===== config.mk =====
export PLATFORM = sky130hd
export DESIGN_NAME = nt_node_stim_gen
export DESIGN_NICKNAME = d
export VERILOG_FILES = /design/src/rtl/nt_node_stim_gen.sv
export SDC_FILE = /design/constraint.sdc
export NUM_CORES = 1
export LEC_CHECK = 0
export BUFFER_PORTS_ARGS = -buffer_cell sky130_fd_sc_hd__buf_2
export CAP_MARGIN = 20
export CORE_UTILIZATION = 49
export CTS_BUF_LIST = sky130_fd_sc_hd__clkbuf_8 sky130_fd_sc_hd__clkbuf_16
export DETAILED_ROUTE_END_ITERATION = 6
export GPL_ROUTABILITY_DRIVEN = 0
export GPL_TIMING_DRIVEN = 0
export PLACE_DENSITY = 0.85
export RECOVER_POWER = 100
export SYNTH_ARGS = -nofsm -noshare
export SYNTH_HDL_FRONTEND = slang
export SYNTH_SLANG_ARGS = --single-unit

===== constraint.sdc =====
create_clock -name I1470 -period 1.7 [get_ports I1470]
set_input_delay 0.17 -clock I1470 [delete_from_list [all_inputs] [get_ports I1470]]
set_output_delay 0.17 -clock I1470 [all_outputs]
set_load 0.02 [all_outputs]

===== src/rtl/nt_node_stim_gen.sv =====
// Pattern generator and response compactor for an Nt-node-under-test: LFSR stimulus over valid/ready, MISR signature.
// Optional golden-signature compare is enabled by defining NT_STIM_GOLDEN_CMP_EN.
module nt_node_stim_gen #(
    parameter int STIM_W   = 4,
    parameter int LFSR_W   = 16,
    parameter int NUM_VEC  = 256,
    parameter int RESP_LAT = 2
) (
    input  logic              I1470,
    input  logic              I1477,
    input  logic              start,
    input  logic [15:0]       seed,
    output logic [STIM_W-1:0] stim,
    output logic              stim_valid,
    input  logic              stim_ready,
    input  logic              resp,
    output logic              busy,
    output logic              done,
    output logic [15:0]       signature,
    output logic [15:0]       vec_cnt
`ifdef NT_STIM_GOLDEN_CMP_EN
    ,
    input  logic [15:0]       golden_sig,
    output logic              mismatch
`endif
);

    typedef enum logic [2:0] {
        ST_IDLE  = 3'd0,
        ST_SEED  = 3'd1,
        ST_RUN   = 3'd2,
        ST_DRAIN = 3'd3,
        ST_DONE  = 3'd4
    } state_t;

    function automatic logic [LFSR_W-1:0] lfsr_step(input logic [LFSR_W-1:0] l);
        return {l[14:0], l[15] ^ l[13] ^ l[12] ^ l[10]};
    endfunction

    function automatic logic [LFSR_W-1:0] misr_step(input logic [LFSR_W-1:0] s, input logic r);
        return {s[14:0], s[15] ^ s[13] ^ s[12] ^ s[10]} ^ {15'b0, r};
    endfunction

    state_t              state_r;
    logic [LFSR_W-1:0]   lfsr_r;
    logic [LFSR_W-1:0]   sig_r;
    logic [15:0]         cnt_r;
    logic [RESP_LAT-1:0] vpipe_r;
    logic                valid_r;
    logic                busy_r;
    logic                done_r;
    logic                xfer_s;
    logic [RESP_LAT-1:0] pipe_next_s;

    assign xfer_s = (state_r == ST_RUN) && valid_r && stim_ready;

    // Valid pipeline: each transfer launches a token that reaches the output stage RESP_LAT-1 edges later
    always_comb begin
        pipe_next_s    = vpipe_r << 1;
        pipe_next_s[0] = xfer_s;
    end

    // Control FSM, pattern LFSR, MISR and vector counter
    always_ff @(posedge I1470 or posedge I1477) begin
        if (I1477) begin
            state_r  <= ST_IDLE;
            lfsr_r   <= 16'h0001;
            sig_r    <= 16'h0000;
            cnt_r    <= 16'h0000;
            vpipe_r  <= {RESP_LAT{1'b0}};
            valid_r  <= 1'b0;
            busy_r   <= 1'b0;
            done_r   <= 1'b0;
`ifdef NT_STIM_GOLDEN_CMP_EN
            mismatch <= 1'b0;
`endif
        end else begin
            vpipe_r <= pipe_next_s;
            // Token at the output stage means resp now belongs to an accepted vector
            if (vpipe_r[RESP_LAT-1]) begin
                sig_r <= misr_step(sig_r, resp);
            end
            case (state_r)
                ST_IDLE, ST_DONE: begin
                    if (start) begin
                        state_r  <= ST_SEED;
                        lfsr_r   <= (seed == 16'h0000) ? 16'h0001 : seed;
                        sig_r    <= 16'h0000;
                        cnt_r    <= 16'h0000;
                        busy_r   <= 1'b1;
                        done_r   <= 1'b0;
`ifdef NT_STIM_GOLDEN_CMP_EN
                        mismatch <= 1'b0;
`endif
                    end
                end
                ST_SEED: begin
                    state_r <= ST_RUN;
                    valid_r <= 1'b1;
                end
                ST_RUN: begin
                    if (xfer_s) begin
                        lfsr_r <= lfsr_step(lfsr_r);
                        cnt_r  <= cnt_r + 16'd1;
                        if (cnt_r == 16'(NUM_VEC - 1)) begin
                            state_r <= ST_DRAIN;
                            valid_r <= 1'b0;
                        end
                    end
                end
                ST_DRAIN: begin
                    if (vpipe_r == {RESP_LAT{1'b0}}) begin
                        state_r  <= ST_DONE;
                        busy_r   <= 1'b0;
                        done_r   <= 1'b1;
`ifdef NT_STIM_GOLDEN_CMP_EN
                        mismatch <= (sig_r != golden_sig);
`endif
                    end
                end
                default: begin
                    state_r <= ST_IDLE;
                    valid_r <= 1'b0;
                    busy_r  <= 1'b0;
                    done_r  <= 1'b0;
                end
            endcase
        end
    end

    assign stim       = lfsr_r[STIM_W-1:0];
    assign stim_valid = valid_r;
    assign busy       = busy_r;
    assign done       = done_r;
    assign signature  = sig_r;
    assign vec_cnt    = cnt_r;

endmodule


# [After elaboration in Yosys (flattened, before gate mapping)]
# Index checks and enable logic that the tools add are counted.
[totals] in_bits=21 elab_cells=64 output_inout_bits=39 ff_bits=56
[classes] n_addsub=1 bitwise=9 eq_ne=9 n_mux=24 reduce_logical=13
[ops] operator="$mux W16" count=8
[ops] operator="$pmux W16 S2" count=2
[ops] operator="$add A16 B1 Y16 const B" count=1
[ops] operator="$eq A16 B8 Y1 const B" count=1
[ops] operator="$logic_not A16 Y1" count=1
[ops] operator="$xor A16 B1 Y16" count=1
[ops] operator="$mux W3" count=4
[ops] operator="$pmux W3 S4" count=1
[ops] operator="$pmux W1 S3" count=3
[ops] operator="$reduce_and A3 Y1" count=3
[ops] operator="$eq A3 B2 Y1 const B" count=2
[ops] operator="$mux W1" count=6
[ops] operator="$ne A2 B2 Y1 const B" count=3
[ops] operator="$xor A1 B1 Y1" count=6
[ops] operator="$reduce_and A4 Y1" count=1
[ops] operator="$reduce_or A2 Y1" count=2
[ops] operator="$eq A3 B1 Y1 const B" count=1
[ops] operator="$eq A3 B3 Y1 const B" count=1
[ops] operator="$logic_not A3 Y1" count=1
[ops] operator="$reduce_or A3 Y1" count=1
[ops] operator="$logic_and A1 B1 Y1" count=2
[ops] operator="$logic_not A2 Y1" count=1
[ops] operator="$ne A2 B1 Y1 const B" count=1
[ops] operator="$not A1 Y1" count=2
[ops] operator="$reduce_bool A2 Y1" count=1

# [Longest topological paths before layout]
# Gate-level depths: netlist of run 1.
[depth] word_depth=7 depth_mapped=6 ltp_nobuf=5

# [Worst setup path after synthesis of run 1]
# Ideal clock, no wire load.
[synth_path] kind="flip-flop to flip-flop" start="register valid_r, in the netlist stim_valid" end="register cnt_r[15], in the netlist vec_cnt[15]" path_stages_with_launch=6 setup_slack_ns=0.020 setup_ns=0.077 required_ns=1.623 t_arrival_ns=1.603 path_cell_list="dfrtp_1 nand4b_4 a21o_1 buf_6 or4_1 a21oi_1"
[synth_via] elab_chain_len=4
[synth_lines] item="from (decl)" line_no="49" rtl="logic valid_r;"
[synth_lines] item="from (signal assigned)" line_no="71" rtl="valid_r <= 1'b0;"
[synth_lines] item="from (signal assigned)" line_no="99" rtl="valid_r <= 1'b1;"
[synth_lines] item="from (signal assigned)" line_no="107" rtl="valid_r <= 1'b0;"
[synth_lines] item="$logic_and A1 B1 Y1 (2 in series)" line_no="55" rtl="assign xfer_s = (state_r == ST_RUN) && valid_r && stim_ready;"
[synth_lines] item="$ne A2 B2 Y1 (no line)"
[synth_lines] item="$reduce_and A3 Y1 (no line)"
[synth_lines] item="to (signal assigned)" line_no="104" rtl="cnt_r <= cnt_r + 16'd1;"
[synth_lines] item="to (decl)" line_no="47" rtl="logic [15:0] cnt_r;"
# No other way between the ends.
# A chain may end at the register's enable or synchronous reset.

# [Worst setup path after layout of run 1]
[layout_path] start="register state_r[2]" end="register cnt_r[11], in the netlist vec_cnt[11]"
[layout_via] elab_chain_len=5 word_cells_on_any_way=11
[layout_lines] item="from (decl)" line_no="44" rtl="state_t state_r;"
[layout_lines] item="from (signal assigned)" line_no="66" rtl="state_r <= ST_IDLE;"
[layout_lines] item="from (signal assigned)" line_no="86" rtl="state_r <= ST_SEED;"
[layout_lines] item="from (signal assigned)" line_no="98" rtl="state_r <= ST_RUN;"
[layout_lines] item="$eq A3 B2 Y1" line_no="55, 83"
[layout_lines] item="$logic_and A1 B1 Y1 (2 in series)" line_no="55"
[layout_lines] item="$ne A2 B2 Y1 (no line)"
[layout_lines] item="$reduce_and A3 Y1 (no line)"
# Several ways; a longest one is shown, not always the timed one.

==> results of run 1 <==
## state kept, by name, summed over array words and instances, names as in the netlist
register / cells
lfsr_r: 16
signature: 16
vec_cnt: 16
state_r: 3
vpipe_r: 2
busy: 1
done: 1
stim_valid: 1
## cells by family (layout without fill, tap and decap cells)
family	count (synthesis)	in the layout	share of synthesized area, %
muxes	32	32	11.6
adders and majority gates	1	1	0.453
buffers and inverters	25	106	5.12
AOI/OAI and AO/OA	54	54	11.9
and+or+nand+nor	83	83	16.2
DFF	56	56	50.8
xor gates and xnor gates	11	11	3.99
## what timing repair did
| action | CTS | global route |
|---|---|---|
| hold buffers | 1 | 0 |
| hold endpoints to repair | 26 | 0 |
| buffers inserted | 5 | 7 |
| setup endpoints to repair | 14 | 23 |
| pin swaps | 5 | 2 |
| resized for setup | 4 | 22 |
## cells in the final DEF (no fill, tap or decap), drive strengths merged, types with 2 or more instances in the layout
master and n:
nor4 6, or4 7, clkbuf 39, nand4b 2
nand2b 2, and3 4, a211oi 2, xnor2 6
o21ai 22, dfrtp 55, mux2i 31, a21o 2
nand2 21, o211ai 2, a21oi 13, o31ai 6
nand3 4, nor2 27, xor2 4, or3 3
buf 57, inv 8, a22o 2
## report_power, final
| part | switching, mW | internal (mW) |
|---|---|---|
| clock network | 0.423 | 0.326 |
| logic | 1.33 | 1.03 |
| registers | 0.259 | 1.69 |
| total | 2.01 | 3.05 |
## worst paths after layout
path                                           endpoint  cells past startpoint
max in group asynchronous       vec_cnt[10]$_DFFE_PP0P_                      3
worst max register to register  vec_cnt[11]$_DFFE_PP0P_                      6
worst min-delay path             state_r[2]$_DFFE_PP0P_                      2
worst min register to register     vpipe_r[1]$_DFF_PP0_                      0
worst max-delay path            vec_cnt[11]$_DFFE_PP0P_                      6
min in group asynchronous         lfsr_r[3]$_DFFE_PP0P_                      3
## cell usage after synthesis (2+ instances only)
| cell | number |
|---|---|
| sky130_fd_sc_hd__dfrtp_1 | 55 |
| sky130_fd_sc_hd__mux2i_1 | 31 |
| sky130_fd_sc_hd__nor2_1 | 26 |
| sky130_fd_sc_hd__nand2_1 | 21 |
| sky130_fd_sc_hd__o21ai_0 | 21 |
| sky130_fd_sc_hd__a21oi_1 | 13 |
| sky130_fd_sc_hd__clkbuf_1 | 7 |
| sky130_fd_sc_hd__inv_1 | 7 |
| sky130_fd_sc_hd__or4_1 | 7 |
| sky130_fd_sc_hd__buf_4 | 6 |
| sky130_fd_sc_hd__nor4_1 | 6 |
| sky130_fd_sc_hd__o31ai_1 | 6 |
| sky130_fd_sc_hd__xnor2_1 | 6 |
| sky130_fd_sc_hd__and3_1 | 4 |
| sky130_fd_sc_hd__nand3_1 | 4 |
| sky130_fd_sc_hd__xor2_1 | 4 |
| sky130_fd_sc_hd__buf_6 | 3 |
| sky130_fd_sc_hd__a211oi_1 | 2 |
| sky130_fd_sc_hd__a22o_1 | 2 |
| sky130_fd_sc_hd__buf_2 | 2 |
| sky130_fd_sc_hd__o211ai_1 | 2 |
| sky130_fd_sc_hd__or3_1 | 2 |
## per-stage QoR
| step | cells | util (%) | instance area, um^2 |
|---|---|---|---|
| 4_1_cts | 406 | 63.1 | 3320 |
| 3_3_place_gp | 391 | 59.7 | 3150 |
| 3_5_place_dp | 392 | 60.1 | 3170 |
| 2_1_floorplan | 262 | - | 2760 |
| 6_report | 413 | 64.2 | 3390 |
| 5_1_grt | 413 | 64.2 | 3390 |
## critical path, delay by kind of cell (launching register included)
kind            cells  cell delay, ps
buf+inv             2             270
simple gates        2             650
flops               1             380
compound gates      2             360
## per-layer routing
layer | up-vias | wire length, um | global-route usage [%]
met5 | - | 0 | 0
met4 | 0 | 88 | 7.36
met3 | 9 | 313 | 3.57
met2 | 89 | 3060 | 34.9
met1 | 1110 | 2690 | 28.5
li1 | 1085 | - | -
## cell type report
cell class                 instances  area share [%]
sequential                        56            41.5
multi-input combinational        181            37.3
timing repair buffer              73            11.3
buffer                            18            3.73
tap                               70            2.59
clock buffer                       6            2.44
inverter                           7           0.776
clock inverter                     2           0.333
==> results.txt, run 1 <==
For this run, design rule violations remaining after detail routing come to 0. For the number of levels the H-tree was split into, the log shows 2. The per-cell via count in the routed design works out to 5.55.

Share of cells above drive strength 1: 26.5%. The number of enable-type register cells in the synthesized netlist came out at 0. The critical path goes through buf_6 > nand4b_4 > a21o_1 > buf_6 > or4_4 > a21oi_2. In this run the clock root is driven by a sky130_fd_sc_hd__clkbuf_8. The worst setup path is captured at a register.

From synthesis to final layout, the design area changed by 22.6%. The run finished, with violations left. The tools report the data arrival at the endpoint of the critical path as 1970 ps. Max-slew headroom at the worst pin: 26.8%.

The repair_antennas step left the layout with diodes totalling 0. Max-cap violations in this run came to 0. The maximum single-stage delay on the critical path is 490 ps, and the data required time of the worst path is 1940 ps. The width of the die was 77.1 um. Among the stages of the critical path, the cell type that occurs most often is sky130_fd_sc_hd__buf_6. Category of the worst setup path launch point: a register. Based on the critical path, the design can be clocked at up to 576 MHz. Dividing the detail-routed wire length by the instance count gives 14.9 um. The run gives 0 as the global route total overflow. The tools report the origin of the worst min-delay path as start. The total of flip-flops plus latches after synthesis came out at 56. A synthesized cell averages 10.5 um^2. The first TritonRoute pass finished after 4 iterations.

The logs give 0 for the number of pins exceeding their max-slew limit in the final report and 0.00276 mm^2 for the cell area after technology mapping. Setup repair after global routing could not meet its margin everywhere. The HPWL after detailed placement is 4110 um. In this run the worst path has a maximum fanout of 8. 60 I/O pins were placed. The logs give 21.3% for the global-route usage over all layers and 262 for the number of standard cells after synthesis. On the critical path, the stage with the largest delay is an instance of sky130_fd_sc_hd__or4_4.

In this run, CTS created clock tree buffers numbering 5. Summed over all layers, the routed wires come to 6160 um. The first global-routing pass estimated 10100 um of wire.

Maximum vdd drop: 0.946 mV. Sorting the synthesized cells by area gives the leading types as sky130_fd_sc_hd__dfrtp_1 (50%), sky130_fd_sc_hd__mux2i_1 (11%), sky130_fd_sc_hd__o21ai_0 (3.8%). The tools report the register area share after synthesis as 50.8%. The count of input and output buffers was 59; the initial standard-cell utilization of the core was 52.4%. The tools report the initial antenna violation count as 0.

For the worst-skew pair, the clock arrives at the later sink with an insertion delay of 310 ps. The worst setup path is of the register to register kind. The checks that failed: negative setup slack.

The largest net degree at the start of global routing was 30; the setup slack of the worst register-to-register path was -30 ps. For the worst clock skew, the log shows 10.6 ps. The multi-input gate area in the final layout is 0.00126 mm^2, and the number of unique standard cell types used by synthesis is 47.

The leakage component of the power was 1.55 nW. Across all hold checks on the routed design, the worst slack comes to 150 ps. The post-detailed-route count of antenna-violating nets was 0. In this run the standard cell core region covers 0.00527 mm^2. The worst hold path class was primary input to register. The logs give 0 for the total number of yosys warnings and -34.7 ps for the post-route setup TNS. The layout has 449 filler cells. The completed layout was analyzed and its total power is 5.06 mW. The startpoint identified for the worst register-to-register timing path is state_r[2]$_DFFE_PP0P_. The setup violation total in the final timing report came out at 1. Of the post-synthesis cell area, the dominant cell type holds 49.8%.

The tools report the number of vias in the routed layout as 2293. The clock passes through at most 2 buffers. The run gives 56 as the total clock sinks. When the netlist entered floorplanning its net count stood at 284. Worst setup path startpoint: state_r[2]$_DFFE_PP0P_. Timing analysis after detailed placement gives a worst setup slack of -74.4 ps. The top flip-flop cell by instance count after synthesis is sky130_fd_sc_hd__dfrtp_1.

Clock-pin slew was measured on the worst setup and hold paths at 100 ps. The die covers 0.00594 mm^2. At the pin with the least slew margin, the transition time is 1100 ps. The first-iteration detailed-routing DRC count was 140; the final setup slack of the worst path was -34.7 ps.

The via count of the first global-routing pass was 2138. The final critical-path required period was 1730 ps; the die height was 77.1 um. Post-synthesis cell type with the largest combined area: sky130_fd_sc_hd__dfrtp_1. For this run, asynchronously set or reset flops after synthesis account for 100%. Power spread over the standard cell area amounts to 1490 mW/mm^2. The final count of hold timing violations is 0. In this run the core area contains 26 standard-cell rows. TritonCTS built the clock tree. Summing all flip-flop and latch instances after layout gives 0.00141 mm^2.

The worst path uses 102% of the clock period. For the number of nets in the layout, the log shows 364.
No activity file was read; power rests on OpenSTA's default activity.
==> run 2, diff against run 1 <==
--- a/config.mk
+++ b/config.mk
@@ -17,3 +17,4 @@
 export SYNTH_ARGS = -nofsm -noshare
 export SYNTH_HDL_FRONTEND = slang
 export SYNTH_SLANG_ARGS = --single-unit
+export TNS_END_PERCENT = 5
==> results.txt, run 2 (synthesis results as in run 1) <==
The layout overhead on the synthesized area was 21.5% (was 22.6%); the cell total after placement was 392 (unchanged). The leakage component of the power was 1.49 nW (was 1.55 nW). For the final setup slack of the worst path, the log shows -11.2 ps (was -34.7 ps).

Family of cells with the greatest summed delay on the critical path: simple AND/OR/NAND/NOR gates (unchanged). The tools report the row count as 26 (unchanged). The post-detailed-route count of antenna-violating nets is 0 (unchanged), and the combined buffer and inverter count along the critical path is 0 (was 2). For the overall die area, the log shows 0.00594 mm^2 (unchanged). The initial antenna violation count was 0 (unchanged).

For the final routed wirelength across all metal layers, the log shows 6220 um (was 6160 um). Detailed placer's ending HPWL: 4110 um (unchanged). The buffer type at the clock tree root is sky130_fd_sc_hd__clkbuf_8 (unchanged). Commonest cells after routing, fill and taps aside: sky130_fd_sc_hd__dfrtp_1 (52), sky130_fd_sc_hd__clkbuf_1 (40), sky130_fd_sc_hd__mux2i_1 (31), sky130_fd_sc_hd__nor2_1 (26), sky130_fd_sc_hd__buf_2 (25) (was sky130_fd_sc_hd__dfrtp_1 (53), sky130_fd_sc_hd__buf_2 (34), sky130_fd_sc_hd__mux2i_1 (31), sky130_fd_sc_hd__clkbuf_1 (29), sky130_fd_sc_hd__nor2_1 (26)).

For the data required time of the worst path, the log shows 1930 ps (was 1940 ps). The global route total overflow was 0 (unchanged); the slew at the pin with the worst max-slew slack was 1110 ps (was 1100 ps). CP Cell Sequence: nand4_1 > or2_2 > or4_4 > a21oi_2 (was buf_6 > nand4b_4 > a21o_1 > buf_6 > or4_4 > a21oi_2). The max-slew headroom at the worst pin was 25.7% (was 26.8%); the maximum clock path buffer count was 2 (unchanged). The first-iteration detailed-routing DRC count was 160 (was 140).

The run gives 1 (unchanged) as the setup violation total in the final timing report. TritonCTS built the clock tree. The initial standard-cell utilization of the core was 52.4% (unchanged). The kind of capture point of the worst setup path was a register (unchanged). The remaining routing DRC violations was 0 (unchanged).

Worst hold path class: primary input to register (unchanged). The final critical-path required period is 1710 ps (was 1730 ps), and the worst setup timing slack at the placement stage is -74.4 ps (unchanged). The run gives 0 (unchanged) as the antenna cell count. The logs give 2 (unchanged) for the number of levels the H-tree was split into and 10000 um (was 10100 um) for the wire length of the first global-routing pass. For the final count of hold timing violations, the log shows 0 (unchanged). The final instance count without filler cells was 409 (was 413); the global-route usage over all layers was 21.0% (was 21.3%). Width of the die: 77.1 um (unchanged). Class of the most critical setup path: register to register (unchanged).

The die height is 77.1 um (unchanged), and the TritonCTS buffer count is 5 (unchanged). The clock input transition at the sequential cells of the worst setup and hold paths came out at 100 ps (about the same). The run finished, with violations left.

The average detailed-routed wire length per instance was 15.2 um (was 14.9 um). The maximum vdd drop is 1.07 mV (was 0.946 mV). The worst clock skew was 12.6 ps (was 10.6 ps); the period utilization was 101% (was 102%). The tools report the category of the worst setup path launch point as a register (unchanged). The maximum single-stage delay on the critical path was 520 ps (was 490 ps); the power per cell area was 1510 mW/mm^2 (was 1490 mW/mm^2). The maximum clock frequency was 584 MHz (was 576 MHz). The core region area is 0.00527 mm^2 (unchanged), and the detailed-routing iteration count for the pre-antenna-repair pass is 4 (unchanged). The number of vias in the routed layout was 2275 (was 2293).

For the clock latency of the later-clocked register in the worst-skew pair, the log shows 310 ps (about the same). The data arrival at the endpoint of the critical path was 1940 ps (was 1970 ps); the max capacitance violation total was 0 (unchanged). The number of inserted filler cells in the final layout is 459 (was 449), and the number of top-level pins is 60 (unchanged). The tools report the via count of the first global-routing pass as 2126 (was 2138). The total clock sinks is 56 (unchanged). The run gives 0 (unchanged) as the number of pins exceeding their max-slew limit in the final report.

The most common cell after layout, fill and taps aside is sky130_fd_sc_hd__dfrtp_1 (unchanged). Violated checks: negative setup slack (unchanged). The count of input and output buffers is 59 (unchanged), and the overall power consumption is 5.07 mW (was 5.06 mW). The maximum fanout encountered on the critical timing path is 7 (was 8), and the per-cell via count in the routed design is 5.56 (was 5.55). The share of cells above drive strength 1 is 23.0% (was 26.5%). The cell with the largest stage delay on the worst path was sky130_fd_sc_hd__or4_4 (unchanged).

Number of nets in the layout: 360 (was 364). Setup repair after global routing could not meet its margin everywhere. The largest net degree at the start of global routing is 30 (unchanged).
## run 2: layout make-up
cell class,instances,area [um^2],area share (%)
Buffer,18,128,3.80
Clock buffer,6,82.6,2.46
Clock inverter,2,11.3,0.335
Inverter,7,26.3,0.783
Multi-Input combinational cell,181,1270,37.9
Sequential cell,56,1410,41.9
Tap cell,70,87.6,2.61
Timing Repair Buffer,69,342,10.2
## run 2: worst paths after layout
kind                                              start                 endpoint  slack (ps)  depth (start not counted)
min in group asynchronous                         I1477    lfsr_r[3]$_DFFE_PP0P_         690                          3
worst min-delay path                              start   state_r[2]$_DFFE_PP0P_         150                          2
worst max register to register  vec_cnt[11]$_DFFE_PP0P_  vec_cnt[15]$_DFFE_PP0P_         -10                          4
worst max-delay path            vec_cnt[11]$_DFFE_PP0P_  vec_cnt[15]$_DFFE_PP0P_         -10                          4
max in group asynchronous                         I1477  vec_cnt[10]$_DFFE_PP0P_         250                          3
worst min register to register     vpipe_r[0]$_DFF_PP0_     vpipe_r[1]$_DFF_PP0_         400                          0
## run 2: layer usage
metal / part of all wire [%] / routed length (um) / vias up / track usage (%)
li1: - / - / 1080 / -
met5: 0 / 0 / - / 0
met4: 1.6 / 99 / 0 / 7.36
met3: 5.6 / 348 / 9 / 3.57
met2: 49 / 3050 / 80 / 34.3
met1: 44 / 2730 / 1106 / 28.2
## run 2: repair_timing
item,in CTS,in global routing
setup buffers,3,5
hold buffers,1,0
hold endpoints to repair,26,0
resized for setup,6,21
pin swaps,4,5
setup endpoints to repair,14,28
## run 2: power by group
group          leakage (nW)  switching (mW)  internal, mW
sequential            0.733           0.262          1.69
combinational         0.707            1.34          1.03
clock                0.0486           0.423         0.326
## run 2: metrics by stage
stage | setup TNS [ps] | util (%) | instance area (um^2) | hold slack (ps)
5_1_grt | -235 | 63.7 | 3360 | 155
3_3_place_gp | -28350 | 59.7 | 3150 | 359
2_1_floorplan | 0 | - | 2760 | 282
3_5_place_dp | -370 | 60.1 | 3170 | 289
4_1_cts | -26.7 | 62.9 | 3310 | 140
6_report | -11.2 | 63.7 | 3360 | 153
